### src/rtl/arp_reply_tx.sv
// ARP reply transmitter: serialises a 60-byte Ethernet II ARP reply
// onto a byte-wide valid/ready stream, with a 1-deep pending slot.
`ifndef FPGA_IP
`define FPGA_IP 32'hC0A8_0132
`endif

module arp_reply_tx #(
   parameter logic [47:0] MY_MAC    = 48'h02_00_00_00_00_01,
   parameter logic [31:0] MY_IP     = `FPGA_IP,
   parameter int          FRAME_LEN = 60
) (
   input  logic        clk50,
   input  logic        rst_n,
   input  logic        send_arp_reply,
   input  logic [47:0] req_dst_mac,
   input  logic [31:0] req_dst_ip,
   output logic [7:0]  tx_data,
   output logic        tx_valid,
   output logic        tx_last,
   input  logic        tx_ready,
   output logic        busy,
   output logic [7:0]  drop_cnt
);

   localparam int IW = $clog2(FRAME_LEN);
   localparam logic [IW-1:0] LAST = IW'(FRAME_LEN - 1);
   localparam logic [IW-1:0] HDR_LEN = IW'(42);

   typedef enum logic {IDLE, SEND} state_e;

   state_e        state_q, state_d;
   logic [IW-1:0] idx_q, idx_d;
   logic [47:0]   mac_q, mac_d;
   logic [31:0]   ip_q, ip_d;
   logic          pend_q, pend_d;
   logic [47:0]   pmac_q, pmac_d;
   logic [31:0]   pip_q, pip_d;
   logic [7:0]    drop_q, drop_d;

   logic          beat;
   logic          at_last;
   logic          drop_inc;
   logic [335:0]  hdr;

   assign tx_valid = (state_q == SEND);
   assign at_last  = (idx_q == LAST);
   assign beat     = tx_valid & tx_ready;
   assign tx_last  = tx_valid & at_last;
   assign busy     = tx_valid | pend_q;
   assign drop_cnt = drop_q;

   // 42 header bytes, byte 0 in the top octet
   assign hdr = {mac_q, MY_MAC, 16'h0806, 16'h0001, 16'h0800,
                 8'h06, 8'h04, 16'h0002, MY_MAC, MY_IP,
                 mac_q, ip_q};

   // Byte mux: header bytes, zero pad beyond, zero when idle
   always_comb begin
      tx_data = 8'h00;
      if (tx_valid && idx_q < HDR_LEN)
         tx_data = hdr[9'((41 - int'(idx_q)) * 8) +: 8];
   end

   // State register and latched request fields
   always_ff @(posedge clk50 or negedge rst_n) begin
      if (!rst_n) begin
         state_q <= IDLE;
         idx_q   <= '0;
         mac_q   <= '0;
         ip_q    <= '0;
         pend_q  <= 1'b0;
         pmac_q  <= '0;
         pip_q   <= '0;
         drop_q  <= '0;
      end else begin
         state_q <= state_d;
         idx_q   <= idx_d;
         mac_q   <= mac_d;
         ip_q    <= ip_d;
         pend_q  <= pend_d;
         pmac_q  <= pmac_d;
         pip_q   <= pip_d;
         drop_q  <= drop_d;
      end
   end

   // Next state: request capture, beat advance, pending hand-off
   always_comb begin
      state_d  = state_q;
      idx_d    = idx_q;
      mac_d    = mac_q;
      ip_d     = ip_q;
      pend_d   = pend_q;
      pmac_d   = pmac_q;
      pip_d    = pip_q;
      drop_inc = 1'b0;
      unique case (state_q)
         IDLE: begin
            if (send_arp_reply) begin
               mac_d   = req_dst_mac;
               ip_d    = req_dst_ip;
               idx_d   = '0;
               state_d = SEND;
            end
         end
         SEND: begin
            if (beat && at_last) begin
               idx_d = '0;
               if (pend_q) begin
                  mac_d    = pmac_q;
                  ip_d     = pip_q;
                  pend_d   = 1'b0;
                  drop_inc = send_arp_reply;
               end else if (send_arp_reply) begin
                  mac_d = req_dst_mac;
                  ip_d  = req_dst_ip;
               end else begin
                  state_d = IDLE;
               end
            end else begin
               if (beat)
                  idx_d = idx_q + 1'b1;
               if (send_arp_reply) begin
                  if (!pend_q) begin
                     pend_d = 1'b1;
                     pmac_d = req_dst_mac;
                     pip_d  = req_dst_ip;
                  end else begin
                     drop_inc = 1'b1;
                  end
               end
            end
         end
         default: state_d = IDLE;
      endcase
      drop_d = drop_q;
      if (drop_inc && drop_q != 8'hFF)
         drop_d = drop_q + 8'd1;
   end

endmodule

### config.mk
export PLATFORM = sky130hd
export DESIGN_NAME = arp_reply_tx
export DESIGN_NICKNAME = d
export VERILOG_FILES = /design/src/rtl/arp_reply_tx.sv
export SDC_FILE = /design/constraint.sdc
export NUM_CORES = 1
export LEC_CHECK = 0
export ABC_AREA = 1
export CORE_MARGIN = 4
export CORE_UTILIZATION = 45
export CTS_CLUSTER_SIZE = 24
export DETAILED_ROUTE_END_ITERATION = 7
export GPL_TIMING_DRIVEN = 1
export PLACE_DENSITY = 0.66
export RECOVER_POWER = 25
export SETUP_SLACK_MARGIN = 0.5
export SYNTH_ARGS = -nofsm -noshare
export SYNTH_HDL_FRONTEND = slang
export SYNTH_SLANG_ARGS = --single-unit
### constraint.sdc
create_clock -name clk50 -period 3.2 [get_ports clk50]
set_input_delay 0.48 -clock clk50 [delete_from_list [all_inputs] [get_ports clk50]]
set_output_delay 0.48 -clock clk50 [all_outputs]
set_load 0.05 [all_outputs]
# Word level (Yosys, flattened, before mapping)
# Index checks and enable logic that the tools add are counted.
dict set report op_classes {
  n_addsub 3
  order_cmp 1
  n_eq_ne 5
  shift 1
  n_mux 24
  n_bitwise 6
  n_reduce_logical 7
}
# operator count
set ops {}
lappend ops {{indexed part select 336 x 9 -> 8 bit} 1}
lappend ops {{2-to-1 mux 48 bit} 3}
lappend ops {{2-to-1 mux 32 bit} 3}
lappend ops {{case mux 48 bit (2 select lines)} 1}
lappend ops {{case mux 32 bit (2 select lines)} 1}
lappend ops {{2-to-1 mux 6 bit} 3}
lappend ops {{case mux 6 bit (2 select lines)} 1}
lappend ops {{2-to-1 mux 1 bit} 10}
lappend ops {{adder 8 x 1 -> 8 bit (second input constant)} 1}
lappend ops {{2-to-1 mux 8 bit} 1}
lappend ops {{!= test 8 bit (second input constant)} 1}
lappend ops {{adder 6 x 1 -> 6 bit (second input constant)} 1}
lappend ops {{equality test 6 bit (second input constant)} 1}
lappend ops {{less-than comparator 6 bit (second input constant)} 1}
lappend ops {{subtractor 6 bit (first input constant)} 1}
lappend ops {{AND reduction 2 bit} 2}
lappend ops {{AND reduction 4 bit} 1}
lappend ops {{logical AND 1 bit} 3}
lappend ops {{!= test 3 x 1 -> 1 bit (second input constant)} 1}
lappend ops {{inverter 1 bit} 3}
lappend ops {{bitwise AND 1 bit} 2}
lappend ops {{!= test 2 x 1 -> 1 bit (second input constant)} 1}
lappend ops {{!= test 2 bit (second input constant)} 1}
lappend ops {{case mux 1 bit (2 select lines)} 1}
lappend ops {{2 further kinds} 2}
dict set report totals {
  reg_bits 176
  in_bits 84
  output_inout_bits 19
  word_cells 55
}

# Longest topological paths before layout
# Gate-level depths: netlist of the first run.
dict set report depth {
  ltp_word 5
  mapped_depth 18
  depth_no_buf 16
}

# Worst setup path after synthesis of the first run
# OpenSTA, ideal clock, no wires.
dict set report synth_timing {
  kind {reg2out}
  from {reg idx_q[1]}
  to {out tx_data[2]}
  arrival_ns 2.913
  required_ns 2.720
  slack_ns -0.193
  stages_incl_launch_ff 11
  path_buffers 4
  cell_sequence {dfrtp_1 buf_2 clkinv_1 clkbuf_1 ha_1 clkbuf_1 clkbuf_1 nand3_1 a21oi_1 a21oi_1 a21oi_1}
}
dict set report synth_via {
  elab_chain_len 3
  elab_cells_between_ends 5
  classes_between {add/sub: 1; order compare: 1; shift: 1; mux: 1; reduce/logical: 1}
}
# element line_no
set synth_rtl {}
lappend synth_rtl {{start, declared} 32} ;# logic [IW-1:0] idx_q, idx_d;
lappend synth_rtl {{start signal, assigned} 77} ;# idx_q <= idx_d;
lappend synth_rtl {{subtractor 6 bit or less-than comparator 6 bit (tied branches)} {61, 60}}
lappend synth_rtl {{indexed part select 336 x 9 -> 8 bit or logical AND 1 bit (tied branches)} {61, 60}}
lappend synth_rtl {{2-to-1 mux 8 bit (*)} 60} ;# if (tx_valid && idx_q < HDR_LEN)
lappend synth_rtl {{end, declared} 17} ;# output logic [7:0] tx_data,
# Every way passes the cells marked *; elsewhere a longest branch is shown, timed or not.

# Worst setup path in the final report of the first run
# Ends and elaborated chain as after synthesis.

==> Flow_metrics.wiki, run 1 <==
{| class="wikitable"
! Metric !! Value
|-
| Run status || finished with violations
|-
| Failing checks || capacitance limit, slew limit
|-
| Routed vias || 7587
|-
| Most repeated cell in the gate-level netlist after synthesis || nand2_1
|-
| Category of the worst setup path capture point || output port
|-
| Area enclosed by the die boundary || 22400 µm²
|-
| CTS root buffer || clkbuf_16
|-
| Post-synth EDFFs || 0
|-
| Layout cell share with drive strength beyond 1 || 18.6%
|-
| Worst hold path class || register to register
|-
| Global-route usage over all layers || 20.9%
|-
| Final Cell Area || 11200 µm²
|-
| Count of warnings emitted by yosys || 0
|-
| Commonest cells in the netlist || nand2_1, dfrtp_1, o21ai_1
|-
| Total area of sequential cells || 4400 µm²
|-
| Final total negative setup slack || 0 ns
|-
| Post-synthesis register bit count || 176
|-
| Initial cell density of the core || 46.1%
|-
| Switching power share of the total || 41.5%
|-
| Area contributors post-synth || dfrtp_1, nand2_1, mux2_2, o21ai_1, o21ai_0
|-
| Final worst path period share || 91.8%
|-
| Routability Congestion || 0.944
|-
| Via-to-Cell Ratio || 5.40
|-
| Number of CTS-inserted buffers || 17
|-
| Overflow left after global routing || 0
|-
| Share of power burned in registers || 35.3%
|-
| Largest net degree at the start of global routing || 101
|-
| # clock sinks || 176
|-
| Maximum level of the CTS H-tree || 4
|-
| Vert. Die Dim || 150 µm
|-
| Post-Syn Nets || 1135
|-
| Clock tree buffer depth || 2
|-
| Clk Latency, worst-skew pair || 0.44 ns
|-
| Total number of placement rows || 51
|-
| Setup slack at placement || 0.419 ns
|-
| Top_reg_cell synth || dfrtp_1
|-
| Unrepaired setup endpoints after global routing || yes
|-
| Remaining routing DRC violations || 0
|-
| Leakage power of the design || 0.00477 µW
|-
| Final worst slack || 0.261 ns
|-
| Logic pwr share || 46.4%
|-
| Area of combinational cells with multiple inputs || 4330 µm²
|-
| Max-slew violation count || 54
|-
| Initial antenna violation count || 0
|-
| Final worst clock skew || 0.00929 ns
|-
| Filler cells || 1784
|-
| Largest fanout on the critical path || 7
|-
| Final nets || 1216
|-
| Count of non-filler cells in the finished layout || 1406
|-
| Peak supply drop || 0.000519 V
|-
| Internal power summed over all cells || 6230 µW
|-
| Via count of the first global-routing pass || 7087
|-
| Length of the first detailed-routing pass in iterations || 5
|-
| Number of maximum-capacitance violations || 1
|-
| Placeable core region || 19600 µm²
|-
| Mean instance size in the synthesized netlist || 8.62 µm²
|-
| Time the final worst path needs with I/O delays and setup || 2.94 ns
|-
| Number of distinct library cell variants in the gate-level netlist after synthesis || 33
|-
| Category of the worst setup path launch point || register
|-
| WHS Path Cells || 1
|-
| Worst EP arrival || 2.46 ns
|-
| Routed wirelength normalized by instance count || 16.2 µm
|-
| Final standard cell utilization of the core || 57.0%
|-
| Pwr/cell area || 955 nW/µm²
|-
| Sum of net half-perimeters after detailed placement || 15.4 mm
|-
| Placed instance count || 1358
|-
| Area added between synthesis and finish || 23.6%
|-
| Post-route ant nets || 0
|-
| DR iter-0 viols || 691
|-
| Total placed instance area || 10300 µm²
|-
| Net switching power figure || 4420 µW
|-
| Yosys top cell area share || 48.8%
|-
| Crit path kind || register to output port
|-
| Final number of hold-violating endpoints || 0
|-
| Synth area leader || dfrtp_1
|-
| Final count of negative-setup-slack endpoints || 0
|-
| Worst slew pin tran || 2.42 ns
|-
| Die width || 150 µm
|-
| Share of the yosys chip area belonging to registers || 48.8%
|-
| Clock power share || 18.3%
|-
| Clock Pin Slew Worst Setup and Hold Paths || 0.07 ns
|-
| Synthesized instance count || 1047
|-
| Worst r2r path cells || 8
|-
| Number of buffer cells added on primary ports || 102
|-
| Maximum clock rate || 0.340 GHz
|-
| # IOs || 103
|-
| Final wirelength || 22.8 mm
|-
| Diode count || 0
|-
| Global-route wire length before repair || 36.9 mm
|-
| Number of buffers added to fix hold violations after cts || 0
|-
| TritonCTS clock tree || done
|-
| Worst endpoint required time || 2.72 ns
|-
| Share of synthesized registers carrying an async set or reset || 100%
|-
| Slew Limit Headroom || -61.4%
|-
| Netlist area before placement || 9030 µm²
|}
==> metrics by stage <==
step | hold slack, ns | total power (µW)
2_1_floorplan | 0.184 | 6550
3_3_place_gp | 0.471 | 8060
3_5_place_dp | 0.474 | 8150
4_1_cts | 0.0147 | 10500
5_1_grt | 0.512 | 11300
6_report | 0.500 | 10700
==> cell usage in the layout (no fill, tap or decap), types with 5 or more instances in the layout <==
| cell | synthesis | routed |
|---|---|---|
| clkdlybuf4s50_1 | 0 | 91 |
| buf_12 | 0 | 14 |
| inv_2 | 4 | 8 |
| nand4_1 | 7 | 7 |
| nand2_4 | 1 | 7 |
| nand2_1 | 295 | 280 |
| clkinvlp_4 | 0 | 8 |
| nand3_1 | 55 | 48 |
| mux2_2 | 80 | 80 |
| a21oi_1 | 13 | 9 |
| o21ai_0 | 90 | 88 |
| inv_1 | 24 | 16 |
| nand2_2 | 3 | 11 |
| buf_4 | 3 | 17 |
| nand3_2 | 0 | 6 |
| xnor2_1 | 5 | 5 |
| o21ai_1 | 159 | 159 |
| dfrtp_1 | 176 | 176 |
| nor2_1 | 38 | 36 |
| inv_6 | 0 | 5 |
| nor2_4 | 0 | 8 |
| clkbuf_16 | 0 | 18 |
==> power groups by stage <==
stage / logic [µW] / clock network (µW) / registers (µW)
after floorplan: 2880 / 0 / 3670
after global placement: 4290 / 0 / 3770
after detailed placement: 4360 / 0 / 3790
after CTS: 4740 / 1990 / 3760
after global routing: 5380 / 2090 / 3870
final: 4940 / 1950 / 3760
==> worst max-delay path, stage by stage, from the launching register on <==
cell and delay, ns:
dfrtp_1 0.42, clkinv_4 0.07, ha_4 0.13, inv_2 0.04, nand2_4 0.08, nand2_4 0.06, nand2_4 0.09, nand2_8 0.12
nor2_4 0.26, nand2_1 0.08, nand2_1 0.07, nor2_1 0.06, nor2_1 0.12, nand2_2 0.07, a21oi_4 0.17, buf_12 0.16
==> registers in the layout, indices dropped and copies added (netlist names) <==
name / cells
pmac_q: 48
idx_q: 6
ip_q: 32
pend_q: 1
mac_q: 48
pip_q: 32
tx_valid: 1
drop_cnt: 8
==> final timing paths <==
path                       startpoint  slack (ns)          to
max                          idx_q[1]        0.26  tx_data[2]
min                        pmac_q[19]        0.50  pmac_q[19]
max reg2reg                  idx_q[1]        0.86  pmac_q[10]
min reg2reg                pmac_q[19]        0.50  pmac_q[19]
max in group asynchronous       rst_n        0.78  pmac_q[10]
min in group asynchronous       rst_n        0.93   pip_q[12]
==> cell type report <==
| class | instances | area share (%) |
|---|---|---|
| tap | 265 | 2.97 |
| clock inverter | 15 | 1.13 |
| sequential | 176 | 39.5 |
| clock buffer | 17 | 3.81 |
| inverter | 30 | 1.19 |
| timing repair buffer | 130 | 12.6 |
| multi-input combinational | 773 | 38.8 |
==> logic make-up after synthesis <==
kind of cell,Yosys count,share of synthesized area [%]
XOR/XNOR,9,0.873
AO/OA/AOI/OAI,264,14.7
multiplexers,81,10.1
flip-flops,176,48.8
AND/OR/NAND/NOR,410,18.8
adder cells (fa/ha/maj),4,0.554
buffers and inverters,103,6.19
==> repair_timing <==
item | 4_1_cts | 5_1_grt
gates cloned | 5 | 1
resized for setup | 32 | 19
setup buffers | 9 | 1
pin swaps | 19 | 18
setup endpoints to repair | 9 | 9
==> layer usage <==
metal / part of all wire [%] / track usage (%)
met5: 0 / 0
met2: 48 / 32.4
met1: 45 / 29.6
met4: 2.0 / 7.00
met3: 5.7 / 4.15
(Power assumes the default switching activity.)
==> run 2, diff against run 1 <==
--- a/config.mk
+++ b/config.mk
@@ -6,14 +6,15 @@
 export NUM_CORES = 1
 export LEC_CHECK = 0
 export ABC_AREA = 1
-export CORE_MARGIN = 4
+export CORE_ASPECT_RATIO = 0.7
+export CORE_MARGIN = 8
 export CORE_UTILIZATION = 45
 export CTS_CLUSTER_SIZE = 24
 export DETAILED_ROUTE_END_ITERATION = 7
 export GPL_TIMING_DRIVEN = 1
 export PLACE_DENSITY = 0.66
 export RECOVER_POWER = 25
-export SETUP_SLACK_MARGIN = 0.5
+export SETUP_SLACK_MARGIN = 0.1
 export SYNTH_ARGS = -nofsm -noshare
 export SYNTH_HDL_FRONTEND = slang
 export SYNTH_SLANG_ARGS = --single-unit
==> Flow_metrics.wiki, run 2 (same netlist as run 1, synthesis figures left out) <==
{| class="wikitable"
! Metric !! Value
|-
| Number of maximum-capacitance violations || 1 (unchanged)
|-
| Pwr/cell area || 960 nW/µm² (+0.50%)
|-
| Post-route ant nets || 0 (unchanged)
|-
| Worst endpoint required time || 2.72 ns (about the same)
|-
| Routed vias || 7584 (-0.040%)
|-
| Most frequent cells in the layout || nand2_1, dfrtp_1, o21ai_1, clkdlybuf4s50_1, o21ai_0
|-
| Category of the worst setup path capture point || output port
|-
| Highest Signal Layer || met4
|-
| Remaining routing DRC violations || 0 (unchanged)
|-
| Total placed instance area || 10300 µm² (-0.22%)
|-
| Maximum level of the CTS H-tree || 4 (unchanged)
|-
| Final worst clock skew || 0.0111 ns (+0.00178 ns)
|-
| Worst r2r path cells || 7 (-1)
|-
| Beginning of the critical path || idx_q[2]
|-
| Overflow left after global routing || 0 (unchanged)
|-
| Max-slew violation count || 74 (+37%)
|-
| Worst-case register-to-register setup slack || 0.81 ns (-0.05 ns)
|-
| Startpoint of the worst register-to-register path || idx_q[0]
|-
| Unrepaired setup endpoints after global routing || yes
|-
| Routed wirelength normalized by instance count || 16.9 µm (+4.1%)
|-
| Category of the worst setup path launch point || register
|-
| Final Cell Area || 11100 µm² (-0.20%)
|-
| Net switching power figure || 4370 µW (-1.3%)
|-
| Worst flop-to-flop path endpoint || pmac_q[10]
|-
| Final worst path period share || 94.4% (+2.6 points)
|-
| Clock power share || 19.2% (+0.9 points)
|-
| Die width || 185 µm (+24%)
|-
| Registers with the most flip-flops || mac_q x48, pmac_q x48
|-
| Global-route wire length before repair || 39.1 mm (+6.0%)
|-
| Run status || finished with violations
|-
| # clock sinks || 176 (unchanged)
|-
| Time the final worst path needs with I/O delays and setup || 3.02 ns (+0.0834 ns)
|-
| Final wirelength || 23.9 mm (+4.8%)
|-
| Met3 wire len || 1.54 mm (+18%)
|-
| Clock tree buffer depth || 2 (unchanged)
|-
| DR iter-0 viols || 730 (+5.6%)
|-
| Initial antenna violation count || 0 (unchanged)
|-
| Global-route usage over all layers || 19.9% (-1.0 points)
|-
| Area of combinational cells with multiple inputs || 4270 µm² (-1.5%)
|-
| Peak supply drop || 0.000604 V (+16%)
|-
| Failing checks || capacitance limit, slew limit
|-
| CTS root buffer || clkbuf_16
|-
| Initial cell density of the core || 45.7% (-0.36 points)
|-
| Largest net degree at the start of global routing || 84 (-17%)
|-
| TritonCTS clock tree || done
|-
| Maximum clock rate || 0.331 GHz (-2.8%)
|-
| Wire length on met1 || 11.6 mm (+14%)
|-
| Switching power share of the total || 40.9% (-0.66 points)
|-
| Internal power summed over all cells || 6320 µW (+1.4%)
|-
| Leakage power of the design || 0.00479 µW (+0.31%)
|-
| Sum of net half-perimeters after detailed placement || 16.1 mm (+4.5%)
|-
| Final total negative setup slack || 0 ns (unchanged)
|-
| Largest fanout on the critical path || 7 (unchanged)
|-
| Slew Limit Headroom || -29.0% (+32 points)
|-
| # IOs || 103 (unchanged)
|-
| Area enclosed by the die boundary || 24900 µm² (+11%)
|-
| Number of CTS-inserted buffers || 17 (unchanged)
|-
| Area added between synthesis and finish || 23.4%
|-
| Destination of the critical timing path || tx_data[4]
|-
| Length of the first detailed-routing pass in iterations || 6 (+1)
|-
| Via-to-Cell Ratio || 5.36 (-0.75%)
|-
| Final nets || 1221 (+0.41%)
|-
| Via count of the first global-routing pass || 7414 (+4.6%)
|-
| Worst hold path class || register to register
|-
| Most frequent standard cell in the layout excluding fill and tap cells || nand2_1
|-
| Worst EP arrival || 2.54 ns (+0.08 ns)
|-
| Share of power burned in registers || 35.5% (+0.2 points)
|-
| Crit path kind || register to output port
|-
| Diode count || 0 (unchanged)
|-
| Placeable core region || 19700 µm² (+0.79%)
|-
| Filler cells || 1781 (-0.17%)
|-
| Worst slew pin tran || 1.94 ns (-0.485 ns)
|-
| Vert. Die Dim || 135 µm (-10%)
|-
| Clock Pin Slew Worst Setup and Hold Paths || 0.07 ns (about the same)
|-
| Layout cell share with drive strength beyond 1 || 17.9% (-0.69 points)
|-
| Clk Latency, worst-skew pair || 0.43 ns (about the same)
|-
| Routability Congestion || 0.938 (-0.59%)
|-
| Logic pwr share || 45.4% (-1.0 points)
|-
| Total number of placement rows || 43 (-16%)
|-
| Final count of negative-setup-slack endpoints || 0 (unchanged)
|-
| Final number of hold-violating endpoints || 0 (unchanged)
|-
| Total area of sequential cells || 4410 µm² (about the same)
|-
| Final standard cell utilization of the core || 56.4% (-0.56 points)
|-
| Number of buffer cells added on primary ports || 102 (unchanged)
|-
| Routed wire length on met2 || 10.4 mm (-3.7%)
|}
==> run 2: cell count changes in the layout (fill, tap and decap cells not counted), sizes merged, moves of 2 or more <==
cell | previous run | this run
clkbuf | 19 | 25
buf | 36 | 41
clkinv | 5 | 2
clkinvlp | 8 | 6
==> run 2: per-layer routing <==
metal | track usage (%) | vias up
li1 | - | 3708
met4 | 5.85 | 0
met1 | 28.7 | 3635
met3 | 4.51 | 28
met2 | 29.3 | 213
met5 | 0 | -
==> run 2: how the worst min path moves through the flow <==
| stage | from | to | slack, ns | cells past startpoint |
|---|---|---|---|---|
| final | pmac_q[7] | pmac_q[7] | 0.50 | 1 |
| after floorplan | rst_n | drop_cnt[0] | 0.18 | 0 |
| after CTS | rst_n | pip_q[15] | 0.08 | 1 |
| after detailed placement | pmac_q[29] | pmac_q[29] | 0.49 | 1 |
| after global placement | pmac_q[2] | pmac_q[2] | 0.48 | 1 |
| after global routing | pmac_q[47] | pmac_q[47] | 0.51 | 1 |
==> run 2: stage by stage <==
stage	std cells	hold slack [ns]	total power [µW]	setup slack, ns
detailed placement	1365	0.487	8110	0.342
finish	1416	0.500	10700	0.178
global placement	1365	0.482	8060	0.380
CTS	1409	0.0787	10400	0.0364
floorplan	1047	0.184	6440	0.0964
global route	1416	0.511	11300	0.0561
==> run 2: cell type report <==
cell class | count | share of cell area, %
clock buffers | 22 | 4.26
multi-input cells | 772 | 38.3
inverters | 30 | 1.10
flip-flops and latches | 176 | 39.6
repair buffers | 136 | 12.8
clock inverters | 10 | 0.921
well taps | 270 | 3.03
==> run 2: power groups by stage <==
| stage | combinational (µW) | clock, µW | sequential, µW |
|---|---|---|---|
| floorplan | 2770 | 0 | 3670 |
| global placement | 4270 | 0 | 3790 |
| detailed placement | 4310 | 0 | 3800 |
| CTS | 4530 | 2090 | 3770 |
| global route | 5270 | 2180 | 3900 |
| finish | 4850 | 2050 | 3790 |
==> run 2: critical path: stages, from the launching register on <==
cell     delay [ns]
dfrtp_1        0.43
inv_2          0.09
ha_2           0.17
inv_1          0.06
nand2_4        0.09
nand2_4        0.06
nand2_4        0.09
nand2_8        0.12
nor2_4         0.23
nand2_1        0.09
nand3_1        0.08
nand3_1        0.11
nand3_1        0.11
nand2_1        0.11
inv_1          0.11
buf_12         0.14
==> run 2: repair_timing <==
| item | CTS | global route |
|---|---|---|
| buffers inserted | 8 | 7 |
| cloned | 4 | 0 |
| endpoints found under the setup margin | 8 | 8 |
| hold buffers | 0 | 0 |
| pin swaps | 5 | 13 |
| hold endpoints to repair | 0 | 0 |
| gates resized for setup | 6 | 34 |
